**src/rtl/multi_counter_variants_pkg.sv**
```systemverilog
// Shared opcode encoding for the multi-counter family, plus a width helper
// that keeps zero-width vectors out of degenerate parameterisations.
package multi_counter_variants_pkg;

   typedef enum logic [1:0] {
      OP_INIT = 2'd0,
      OP_INCR = 2'd1,
      OP_DECR = 2'd2,
      OP_QRY  = 2'd3
   } op_t;

   function automatic int unsigned clog2_min1(input int unsigned v);
      return (v > 1) ? $clog2(v) : 1;
   endfunction

endpackage

```
**src/rtl/multi_counter_sched_tagq.sv**
```systemverilog
// In-order FIFO of requester indices that own outstanding queries.
// The caller never pushes when full and never pops when empty.
module multi_counter_sched_tagq
   import multi_counter_variants_pkg::*;
#(
   parameter int unsigned D = 4,
   parameter int unsigned W = 2
) (
   input  logic                     clk,
   input  logic                     rst,
   input  logic                     push,
   input  logic [W-1:0]             push_dat,
   input  logic                     pop,
   output logic [W-1:0]             head,
   output logic [$clog2(D+1)-1:0]   count,
   output logic                     full,
   output logic                     empty
);

   localparam int unsigned PW = clog2_min1(D);
   localparam int unsigned CW = $clog2(D + 1);

   logic [W-1:0]  mem_q [D];
   logic [PW-1:0] wr_q, rd_q;
   logic [CW-1:0] cnt_q;

   function automatic logic [PW-1:0] wrap_inc(input logic [PW-1:0] p);
      return (p == PW'(D - 1)) ? '0 : p + PW'(1);
   endfunction

   always_ff @(posedge clk) begin
      if (rst) begin
         wr_q  <= '0;
         rd_q  <= '0;
         cnt_q <= '0;
      end else begin
         if (push) wr_q <= wrap_inc(wr_q);
         if (pop)  rd_q <= wrap_inc(rd_q);
         case ({push, pop})
            2'b10:   cnt_q <= cnt_q + CW'(1);
            2'b01:   cnt_q <= cnt_q - CW'(1);
            default: cnt_q <= cnt_q;
         endcase
      end
   end

   always_ff @(posedge clk) begin
      if (push) mem_q[wr_q] <= push_dat;
   end

   assign head  = mem_q[rd_q];
   assign count = cnt_q;
   assign full  = (cnt_q == CW'(D));
   assign empty = (cnt_q == '0);

endmodule

```
**src/rtl/multi_counter_sched.sv**
```systemverilog
// Round-robin command scheduler in front of the shared counter datapath;
// routes query responses back to the requester that issued them.
module multi_counter_sched
   import multi_counter_variants_pkg::*;
#(
   parameter int unsigned W = 32,
   parameter int unsigned N = 32,
   parameter int unsigned R = 4,
   parameter int unsigned D = 4
) (
   input  logic                           clk,
   input  logic                           rst,
   input  logic [R-1:0]                   req_vld,
   input  op_t  [R-1:0]                   req_op,
   input  logic [R-1:0][$clog2(N)-1:0]    req_id,
   input  logic [R-1:0][W-1:0]            req_dat,
   output logic [R-1:0]                   req_acc,
   input  logic                           busy,
   output logic                           cmd_pass_r,
   output op_t                            cmd_op_r,
   output logic [$clog2(N)-1:0]           cmd_id_r,
   output logic [W-1:0]                   cmd_dat_r,
   input  logic                           rsp_pass,
   input  logic [W-1:0]                   rsp_dat,
   output logic [R-1:0]                   rsp_vld_r,
   output logic [W-1:0]                   rsp_dat_r,
   output logic                           err_r
);

   localparam int unsigned RW = $clog2(R);

   logic [RW-1:0]          ptr_q, ptr_d;
   logic                   gnt_vld;
   logic [RW-1:0]          gnt_idx;
   logic [RW-1:0]          idx;
   int unsigned            cand;
   logic                   q_push, q_pop, q_full, q_empty;
   logic [RW-1:0]          q_head;
   logic [$clog2(D+1)-1:0] q_count;

   // Eligibility, rotating search from ptr_q and the pointer update share one block.
   always_comb begin
      gnt_vld = 1'b0;
      gnt_idx = '0;
      idx     = '0;
      cand    = 0;
      req_acc = '0;
      for (int unsigned k = 0; k < R; k++) begin
         cand = (32'(ptr_q) + k) % R;
         idx  = RW'(cand);
         if (!gnt_vld && !rst && !busy && req_vld[idx] &&
             (req_op[idx] != OP_QRY || !q_full)) begin
            gnt_vld = 1'b1;
            gnt_idx = idx;
         end
      end
      req_acc[gnt_idx] = gnt_vld;
      ptr_d = ptr_q;
      if (gnt_vld) ptr_d = (gnt_idx == RW'(R - 1)) ? '0 : gnt_idx + RW'(1);
   end

   assign q_push = gnt_vld && (req_op[gnt_idx] == OP_QRY);
   // Pop-on-empty is dropped here, so a push into an empty queue never pairs with a pop.
   assign q_pop  = rsp_pass && !q_empty;

   multi_counter_sched_tagq #(
      .D (D),
      .W (RW)
   ) u_tagq (
      .clk      (clk),
      .rst      (rst),
      .push     (q_push),
      .push_dat (gnt_idx),
      .pop      (q_pop),
      .head     (q_head),
      .count    (q_count),
      .full     (q_full),
      .empty    (q_empty)
   );

   always_ff @(posedge clk) begin
      if (rst) begin
         ptr_q      <= '0;
         cmd_pass_r <= 1'b0;
         rsp_vld_r  <= '0;
         err_r      <= 1'b0;
      end else begin
         ptr_q      <= ptr_d;
         cmd_pass_r <= gnt_vld;
         rsp_vld_r  <= '0;
         if (q_pop) rsp_vld_r[q_head] <= 1'b1;
         if (rsp_pass && q_empty) err_r <= 1'b1;
      end
   end

   always_ff @(posedge clk) begin
      if (gnt_vld) begin
         cmd_op_r  <= req_op[gnt_idx];
         cmd_id_r  <= req_id[gnt_idx];
         cmd_dat_r <= req_dat[gnt_idx];
      end
      if (q_pop) rsp_dat_r <= rsp_dat;
   end

endmodule

```
**config.mk**
```make
export PLATFORM = sky130hd
export DESIGN_NAME = multi_counter_sched
export DESIGN_NICKNAME = d
export VERILOG_FILES = /design/src/rtl/multi_counter_variants_pkg.sv /design/src/rtl/multi_counter_sched_tagq.sv /design/src/rtl/multi_counter_sched.sv
export SDC_FILE = /design/constraint.sdc
export NUM_CORES = 1
export LEC_CHECK = 0
export BUFFER_PORTS_ARGS = -buffer_cell sky130_fd_sc_hd__buf_2
export CAP_MARGIN = 20
export CORE_AREA = 2 2 108 110
export DETAILED_ROUTE_END_ITERATION = 8
export DIE_AREA = 0 0 110 112
export PLACE_DENSITY = 0.78
export SYNTH_ARGS = -nofsm -noshare
export SYNTH_HDL_FRONTEND = slang
export SYNTH_SLANG_ARGS = --single-unit
```
**constraint.sdc**
```tcl
create_clock -name clk -period 6.6 [get_ports clk]
set_clock_uncertainty 0.2 [all_clocks]
set_input_delay 0 -clock clk [delete_from_list [all_inputs] [get_ports clk]]
set_output_delay 0 -clock clk [all_outputs]
set_load 0.02 [all_outputs]
```
# After elaboration in Yosys (flattened, before gate mapping)
# Memories as Yosys holds them, arrays and structs flattened. A register that Yosys moved wholly into a read port is not among the register bits.
# Cells that the tools add are included.
# word_totals
latchBits	0
reg_bits	86
mem_bits_rw	8
mem_count	1
elab_cells	117
romBits	0
# classes
div_mod_pow	0
bitwise_logic	2
n_addsub	8
n_mul	0
eq_ne	11
order_cmp	8
shifts	0
n_mux	42
reduce_logical	34
# memory_table
name	words	word_bits	rd	rd_ports_with_merged_regs	write_ports	line	text
u_tagq.mem_q	4	2	1	1	1	multi_counter_sched_tagq.sv:23	logic [W-1:0] mem_q [D];
# ops
op	count
binary-select mux 32 bit (select 2 bit)	1
2-to-1 mux 32 bit	1
2-to-1 mux 2 bit	14
binary-select mux 2 bit (select 2 bit)	5
logical AND 1 bit	20
< comparator 2 x 3 -> 1 bit (second input constant)	6
2-to-1 mux 1 bit	12
binary-select mux 5 bit (select 2 bit)	1
== test 2 bit (second input constant)	5
adder 2 x 1 -> 2 bit (second input constant)	4
binary-select mux 1 bit (select 2 bit)	4
!= test 2 bit (second input constant)	4
zero test 1 bit	7
one-hot mux 3 bit (2 select lines)	1
2-to-1 mux 5 bit	1
adder 2 bit (second input constant)	2
AND 4 bit	1
demux 1 bit (select 2 bit)	2
>= comparator 2 x 1 -> 1 bit (second input constant)	2
logical OR 1 bit	4
adder 3 x 1 -> 3 bit (second input constant)	1
== test 3 bit (second input constant)	1
zero test 3 bit	1
subtractor 3 x 1 -> 3 bit (second input constant)	1
4 further kinds	4

# Logic depth before layout (Yosys ltp)
# Gate-level depths: netlist of run 1.
# logic_depth
depth_word	30
depth_mapped	14
depth_no_buf	13

# Modules after synthesis
# From an unflattened synthesis of run 1, not the netlist that was laid out.
# unflattened
cells_unflattened	346
area_unflattened_um2	4848.4
# by_module_without_submodules
module	area_per_inst_um2	n_inst	cells_per_inst
multi_counter_sched	4117.7	1	289
multi_counter_sched_tagq	730.7	1	57

# Worst setup path before layout of run 1
# OpenSTA, ideal clock, no wires.
# synth_path
path_kind	reg-to-reg
start	register ptr_q[0]
end	register u_tagq.cnt_q[2] (netlist: u_tagq.count[2])
arrival_ns	4.522
t_required_ns	6.329
path_stages_with_launch	14
slack_ns	1.807
path_cell_list	dfxtp_1 > clkbuf_1 > a21o_1 > nand2_1 > a21oi_1 > nand2_1 > o22ai_2 > inv_1 > ha_1 > inv_1 > fa_1 > xor2_1 > or3_1 > a21oi_1
# synth_between
elab_cells_between_ends	60
cone_classes	add/sub: 3; eq/ne: 7; mux: 27; reduce/logical: 23
# synth_lines
element	line	text
start, declared	multi_counter_sched.sv:32	logic [RW-1:0] ptr_q, ptr_d;
start signal, assigned	multi_counter_sched.sv:88	ptr_q <= ptr_d;
binary-select mux 2 bit (select 2 bit)	multi_counter_sched.sv:52	(req_op[idx] != OP_QRY || !q_full)) begin
2-to-1 mux 2 bit (not written as such)	multi_counter_sched.sv:52	
!= test 2 bit	multi_counter_sched.sv:52	
logical OR 1 bit	multi_counter_sched.sv:52	
logical AND 1 bit	multi_counter_sched.sv:51	if (!gnt_vld && !rst && !busy && req_vld[idx] &&
2-to-1 mux 1 bit	multi_counter_sched.sv:51	
zero test 1 bit	multi_counter_sched.sv:51	
logical AND 1 bit (4 in a row)	multi_counter_sched.sv:51	
[... 6 more ...]	--	
2-to-1 mux 1 bit	multi_counter_sched.sv:51	
zero test 1 bit	multi_counter_sched.sv:51	
logical AND 1 bit (4 in a row)	multi_counter_sched.sv:51	
2-to-1 mux 1 bit (*)	multi_counter_sched.sv:51	
net gnt_vld	multi_counter_sched.sv:33	logic gnt_vld;
logical AND 1 bit (*)	multi_counter_sched.sv:62	assign q_push = gnt_vld && (req_op[gnt_idx] == OP_QRY);
== test 2 x 1 -> 1 bit or == test 2 bit (tied branches)	multi_counter_sched_tagq.sv:39	case ({push, pop})
one-hot mux 3 bit (2 select lines) or nonzero test 2 bit (tied branches)	--	
end signal, assigned	multi_counter_sched_tagq.sv:40	2'b10: cnt_q <= cnt_q + CW'(1);
end signal, assigned	multi_counter_sched_tagq.sv:41	2'b01: cnt_q <= cnt_q - CW'(1);
end signal, assigned	multi_counter_sched_tagq.sv:42	default: cnt_q <= cnt_q;
end, declared	multi_counter_sched_tagq.sv:25	logic [CW-1:0] cnt_q;
# Mark *: on every way through the listed nets, which the timed path passes. The rest lies on a longest branch. The select of a mux whose other input is x is not followed.
# A chain may end at the register's enable or synchronous reset.

# Worst setup path in the final report of run 1
# layout_path
start	register u_tagq.cnt_q[0] (netlist: u_tagq.count[0])
end	register cmd_dat_r[10] (data pin)
# layout_between
elab_chain_cells	25
elab_cells_between_ends	31
cone_classes	eq/ne: 1; mux: 9; reduce/logical: 21
# layout_rtl
element	line	text
== test 3 bit (*)	multi_counter_sched_tagq.sv:53	assign full = (cnt_q == CW'(D));
zero test 1 bit (*)	multi_counter_sched.sv:52	
logical OR 1 bit	multi_counter_sched.sv:52	
logical AND 1 bit	multi_counter_sched.sv:51	
2-to-1 mux 1 bit	multi_counter_sched.sv:51	
zero test 1 bit	multi_counter_sched.sv:51	
logical AND 1 bit (4 in a row)	multi_counter_sched.sv:51	
2-to-1 mux 1 bit	multi_counter_sched.sv:51	
zero test 1 bit	multi_counter_sched.sv:51	
logical AND 1 bit (4 in a row)	multi_counter_sched.sv:51	
2-to-1 mux 1 bit	multi_counter_sched.sv:51	
zero test 1 bit	multi_counter_sched.sv:51	
logical AND 1 bit (4 in a row)	multi_counter_sched.sv:51	
2-to-1 mux 2 bit (*)	multi_counter_sched.sv:51	
binary-select mux 32 bit (select 2 bit) (*)	multi_counter_sched.sv:100	cmd_dat_r <= req_dat[gnt_idx];
2-to-1 mux 32 bit (not written as such) (*)	multi_counter_sched.sv:100	
end signal, assigned	multi_counter_sched.sv:100	
end, declared	multi_counter_sched.sv:22	output logic [W-1:0] cmd_dat_r,
# Every way passes the cells marked *; elsewhere a longest branch is shown, timed or not. The select of a mux whose other input is x is not followed.

==> run summary, run 1 <==
Worst Hold Depth = 4
Number of max-capacitance violations reported = 0
Buffer and inverter count on the worst path = 4
Sum of overflow across all layers after global routing = 0
Synthesized Nets = 605
Critical Path RT = 6490 ps
Register bit count reported by yosys = 96
Largest net degree at the start of global routing = 80
Number of fill cells = 761
Hold Path Class = in2reg
Number of nets in the layout = 1,025
HPWL after detailed placement = 10.8 mm
RSZ-0062 raised after global routing = false
Post-cts hold buffer count = 152
Post-CTS repair timing setup buffer count = 0
Power density cells = 223 mW/mm^2
Critical Path Sink Type = flop
Clock latency on the worst-skew pair = 340 ps
CTS tree = done
Number of enable-type register cells in the synthesized netlist = 79
Iteration-0 DRC count of the detailed router = 422
Synth-to-layout area growth = 69.1%
Average cell area after synthesis = 12.1 um^2
Worst slew margin = 47.3%
DRC Markers = 0
Hold Violations, Final = 0
Ys flop type = edfxtp_1
Cell types occupying the most area after synthesis = edfxtp_1 (49%), mux2i_1 (8.5%), dfxtp_1 (7.1%), a211oi_1 (6.1%), a21oi_1 (5.2%)
WP data arrival = 4860 ps
Share of post-route cells with drive strength above 1 = 37.5%
Sequential cell area in the final layout = 0.00271 mm^2
First-pass GRT wire length = 24.9 mm
Most area-hungry cell type in the Yosys netlist = edfxtp_1
Maximum vdd ir drop = 0.146 mV
Final min period = 4970 ps
Number of warnings issued by yosys = 0
Number of vias in the routed layout = 4,977
Part of the cycle the worst path needs = 75.2%
Clock transition at path regs = 70 ps
Synth cell types = 45
# clock sinks = 96
Transition time at the pin with the least slew margin = 790 ps
Peak per-stage delay on the critical path = 730 ps
Final Routed Wirelength = 17.1 mm
IO Port Bufs = 276
Kind of start point of the critical path = flop
Cell count after synthesis = 398
Max H-tree Level = 3
Chip Width = 110 um
R2r worst-path depth = 11
Total standard cell area after synthesis = 0.00482 mm^2
Count of final setup violators = 0
Weighted congestion reported at the end of routability-driven placement = 0.926
Number of nets still failing antenna checks after routing = 0
Run status = complete, no violations
Sequential element share of the synthesized area = 56.3%
Post-synth top cells = edfxtp_1 (79), a21oi_1 (50), mux2i_1 (41)
Starting Density = 43.1%
Clk Tree Root Cell = clkbuf_16
First drt pass iteration count = 4
Number of antenna violations at the first check in global routing = 1
Via count normalized by instance count = 5.15
Type of the setup path with the least slack = reg2reg
CP max stage cell = buf_4
Most common cell in the synthesized netlist = edfxtp_1
Delay-heaviest family, CP = buffers and inverters
Leakage component of the power = 3.77 nW
Vias in the first global route = 5,099
Largest buffer count on any clock path = 2
Highest fanout seen on the critical path = 67
Aggregate global-route resource usage = 26.7%
Fin Setup TNS = 0 ps
Post-DP Area = 0.00632 mm^2
Post-DR wirelength/cell = 17.7 um
Height of the die = 112 um
Total area of multi-input combinational cells = 0.00197 mm^2
Total I/O pin count = 277
Post_cts resized = 0
Cell depth of the worst setup path = 11
Placeable core area = 0.0112 mm^2
Final design area excluding fillers = 0.00815 mm^2
Utilization of the core after routing = 73.0%
Synth async-reset ratio = 0%
DIE AREA = 0.0123 mm^2
Number of max-slew violations in the final report = 0
Number of buffers created by CTS = 9
Total power draw = 1.82 mW
Row Count = 39
Maximum operating frequency = 0.201 GHz
Ordered cell list for the critical path = or3b_1 -> a32oi_1 -> o21ai_0 -> a32oi_4 -> buf_4 -> buf_4 -> nor2b_1 -> a211oi_1 -> dlygate4sd3_1 -> a21oi_1 -> dlygate4sd3_1
Top-area cell type share of the netlist area = 49.2%
state kept, by name (all words and copies together) (netlist names), named ones only:
register      flops
ptr_q             2
u_tagq.wr_q       2
cmd_pass_r        1
u_tagq.count      3
u_tagq.rd_q       2
rsp_dat_r        32
cmd_op_r          2
rsp_vld_r         4
cmd_id_r          5
cmd_dat_r        32
err_r             1
u_tagq.mem_q      8
cells in the final DEF, fill, tap and decap left out, types with 3 or more instances in the layout:
master	synthesis	final
and2_1	8	8
nor2b_1	40	40
nand2b_1	3	3
nand2_1	10	10
clkbuf_16	0	9
nand3_1	4	4
a211oi_1	39	39
inv_6	0	4
a21o_1	4	4
ha_1	10	10
o21ai_0	4	4
nor2_1	14	14
nor3_1	3	3
buf_2	8	276
edfxtp_1	79	79
inv_1	11	11
mux2i_1	41	41
a21oi_1	50	49
mux2_2	3	3
o21a_1	3	3
dlygate4sd3_1	0	152
buf_4	2	5
dfxtp_1	17	17
path summary, 6_finish.rpt:
path / to / slack, ps / startpoint
min: cmd_pass_r / 60 / req_vld[0]
max: cmd_dat_r[10] / 1630 / u_tagq.count[0]
min reg2reg: u_tagq.count[2] / 320 / u_tagq.count[2]
max reg2reg: cmd_dat_r[10] / 1630 / u_tagq.count[0]
report_power, final:
part / total [mW] / switching [mW] / internal (mW)
logic: 0.508 / 0.266 / 0.241
clock network: 0.544 / 0.243 / 0.302
registers: 0.764 / 0.0262 / 0.738
worst register-to-register path, delay by kind of cell, from the launching register on:
family / cells / cell delay [ps]
DFF: 1 / 340
and+or+nand+nor: 2 / 670
buffers and inverters: 4 / 2510
AOI/OAI and AO/OA: 5 / 1000
through the flow:
stage / hold slack, ps / std cells / worst slack [ps]
after floorplan: -101 / 398 / 1810
after global placement: -23.6 / 798 / 2890
after detailed placement: -21.4 / 798 / 2810
after global routing: 108 / 966 / 1300
final: 59.0 / 967 / 1630
after CTS: 30.4 / 966 / 1760
layout make-up:
type / instances / area share (%)
flip-flops and latches: 96 / 33.3
clock inverters: 7 / 0.998
well taps: 143 / 2.19
clock buffers: 9 / 2.76
inverters: 11 / 0.506
repair buffers: 433 / 36.1
diodes: 1 / 0.0307
multi-input cells: 267 / 24.2
kinds of logic after synthesis:
| group | synth area share (%) |
|---|---|
| buffers and inverters | 3.71 |
| AOI/OAI and AO/OA | 15.3 |
| muxes | 10.4 |
| and+or+nand+nor | 10.8 |
| DFF | 56.3 |
| xor gates and xnor gates | 0.545 |
| adders and majority gates | 3.01 |
layer usage:
| metal | track usage, % | wire [um] | vias up |
|---|---|---|---|
| met5 | 0 | 0 | - |
| met4 | 12.8 | 670 | 0 |
| met3 | 5.97 | 1160 | 58 |
| met2 | 48.2 | 8880 | 212 |
| met1 | 28.8 | 6420 | 2358 |
| li1 | - | - | 2349 |
No activity file was read; power rests on OpenSTA's default activity.
==> run 2, diff against run 1 <==
Settings changed: CORE_AREA 2 2 108 110 to 2 2 113 115, DIE_AREA 0 0 110 112 to 0 0 115 117, PLACE_DENSITY 0.78 to 0.75.
Clock period 6.6 ns to 4.35 ns, I/O delays scaled along.
==> run 2 against run 1 <==
  * Clock power increased by 47%
  * Sequential share of layout area about the same
  * Utilization decreased by 6.7 points
  * Sequential power increased by 52%
  * Via count increased by 1.4%
  * Final area increased by 0.11%
  * Routed wire length increased by 0.67%
  * Clock-buffer cell count increased by 1
  * Critical endpoint is now cmd_dat_r[0]
  * Largest cell class unchanged
  * Largest power group unchanged
==> run summary, run 2 (same netlist as run 1, synthesis figures left out) <==
Min setup slack post-route = 290 ps
Transition time at the pin with the least slew margin = 630 ps
Number of max-slew violations in the final report = 0
Delay-heaviest family, CP = buffers and inverters
DIE AREA = 0.0135 mm^2
Peak per-stage delay on the critical path = 610 ps
Ordered cell list for the critical path = or3b_4 -> o21a_1 -> a22o_1 -> a311oi_4 -> buf_8 -> a211oi_1 -> dlygate4sd3_1 -> a21oi_1 -> dlygate4sd3_1
Clock transition at path regs = 70 ps
Number of max-capacitance violations reported = 0
Max H-tree Level = 3
Placeable core area = 0.0123 mm^2
Critical Path Sink Type = flop
Final Routed Wirelength = 17.2 mm
Kind of start point of the critical path = flop
Share of post-route cells with drive strength above 1 = 37.7%
Number of nets still failing antenna checks after routing = 0
Critical Path RT = 4360 ps
R2r worst-path depth = 9
Highest fanout seen on the critical path = 79
Fin Setup TNS = 0 ps
Post-CTS repair timing setup buffer count = 0
Largest buffer count on any clock path = 2
First-pass GRT wire length = 24.0 mm
CTS tree = done
First drt pass iteration count = 5
Hold Violations, Final = 0
Worst-case register-to-register setup slack = 290 ps
Weighted congestion reported at the end of routability-driven placement = 0.894
Iteration-0 DRC count of the detailed router = 271
IO Port Bufs = 276
Number of vias in the routed layout = 5,048
Row Count = 41
Via count normalized by instance count = 5.20
Number of nets in the layout = 1,022
Number of buffers created by CTS = 9
Setup slack at placement = 567 ps
Clk Tree Root Cell = clkbuf_16
HPWL after detailed placement = 10.7 mm
Part of the cycle the worst path needs = 93.3%
CP max stage cell = dlygate4sd3_1
# clock sinks = 96
Chip Width = 115 um
Largest net degree at the start of global routing = 120
Total I/O pin count = 277
Run status = complete, no violations
Number of antenna violations at the first check in global routing = 0
Post-DR wirelength/cell = 17.8 um
Height of the die = 117 um
Commonest cells after routing, fill and taps aside = buf_2 (276), dlygate4sd3_1 (149), edfxtp_1 (79), a21oi_1 (49), mux2i_1 (41)
Type of the setup path with the least slack = reg2reg
Critical path capture point = cmd_dat_r[0]
Maximum vdd ir drop = 0.186 mV
Final min period = 4060 ps
Clock latency on the worst-skew pair = 350 ps
Sum of overflow across all layers after global routing = 0
Power density cells = 335 mW/mm^2
Starting Density = 39.2%
Worst r2r src = u_tagq.count[2]
Commonest non-fill, non-tap cell in the layout = buf_2
Maximum operating frequency = 0.246 GHz
Vias in the first global route = 4,777
DRC Markers = 0
Hold Path Class = in2reg
WP data arrival = 4070 ps
Worst slew margin = 58.0%
Aggregate global-route resource usage = 23.3%
Synth-to-layout area growth = 69.3%
Cell depth of the worst setup path = 9
Count of final setup violators = 0
Largest registers = cmd_dat_r: 32 flops, rsp_dat_r: 32 flops, u_tagq.mem_q: 8 flops
Leakage component of the power = 3.75 nW
Launching instance or port of the critical path = u_tagq.count[2]
RSZ-0062 raised after global routing = false
Buffer and inverter count on the worst path = 3
Destination of the worst register-to-register timing path = cmd_dat_r[0]
Cell mode on critical path = dlygate4sd3_1
[run 2: through the flow]
stage / util [%] / cell area, um^2 / instances / power [mW] / hold WS (ps)
after floorplan: - / 4820 / 398 / 1.53 / -101
after global placement: 51.5 / 6340 / 804 / 1.75 / -22.6
after detailed placement: 51.5 / 6340 / 804 / 1.77 / -21.9
after CTS: 66.0 / 8130 / 969 / 2.73 / 48.8
after global routing: 66.3 / 8160 / 970 / 2.85 / 99.8
final: 66.3 / 8160 / 971 / 2.73 / 76.5
[run 2: final cells by class]
cell class              count  area, um^2
diodes                      1        2.50
clock buffers              10         229
clock inverters             6        68.8
fillers                   924        4150
inverters                  11        41.3
multi-input cells         267        1980
flip-flops and latches     96        2710
well taps                 150         188
repair buffers            430        2940
[run 2: per-layer routing]
metal  part of all wire [%]  track usage [%]  up-vias  routed length, um
li1                       -                -     2333                  -
met4                    3.1             11.2        0                527
met5                      0                0        -                  0
met2                     52             41.8      258               8990
met1                     38             27.2     2418               6550
met3                    6.8             4.07       39               1180
[run 2: power breakdown]
group | internal, mW | switching (mW)
registers | 1.12 | 0.0408
logic | 0.367 | 0.405
clock network | 0.449 | 0.353
total | 1.94 | 0.799
[run 2: tightest hold or removal path: cells and delay by family]
family / cells / cell delay, ps
AOI/OAI and AO/OA: 2 / 250
muxes: 1 / 200
buffers and inverters: 1 / 130
[run 2: repair_timing]
action	in CTS	in global routing
hold buffers	149	0
setup endpoints to repair	0	30
hold endpoints to repair	87	0
resized for setup	0	7
[run 2: how the worst min path moves through the flow]
stage                 from       endpoint  slack (ps)  depth (start not counted)
2_1_floorplan   rsp_dat[0]   rsp_dat_r[0]        -100                          0
3_3_place_gp   rsp_dat[12]  rsp_dat_r[12]         -20                          1
3_5_place_dp    rsp_dat[3]   rsp_dat_r[3]         -20                          1
4_1_cts         req_vld[1]     cmd_pass_r          50                          4
5_1_grt         req_vld[2]     cmd_pass_r         100                          4
6_report        req_vld[3]     cmd_pass_r          80                          4
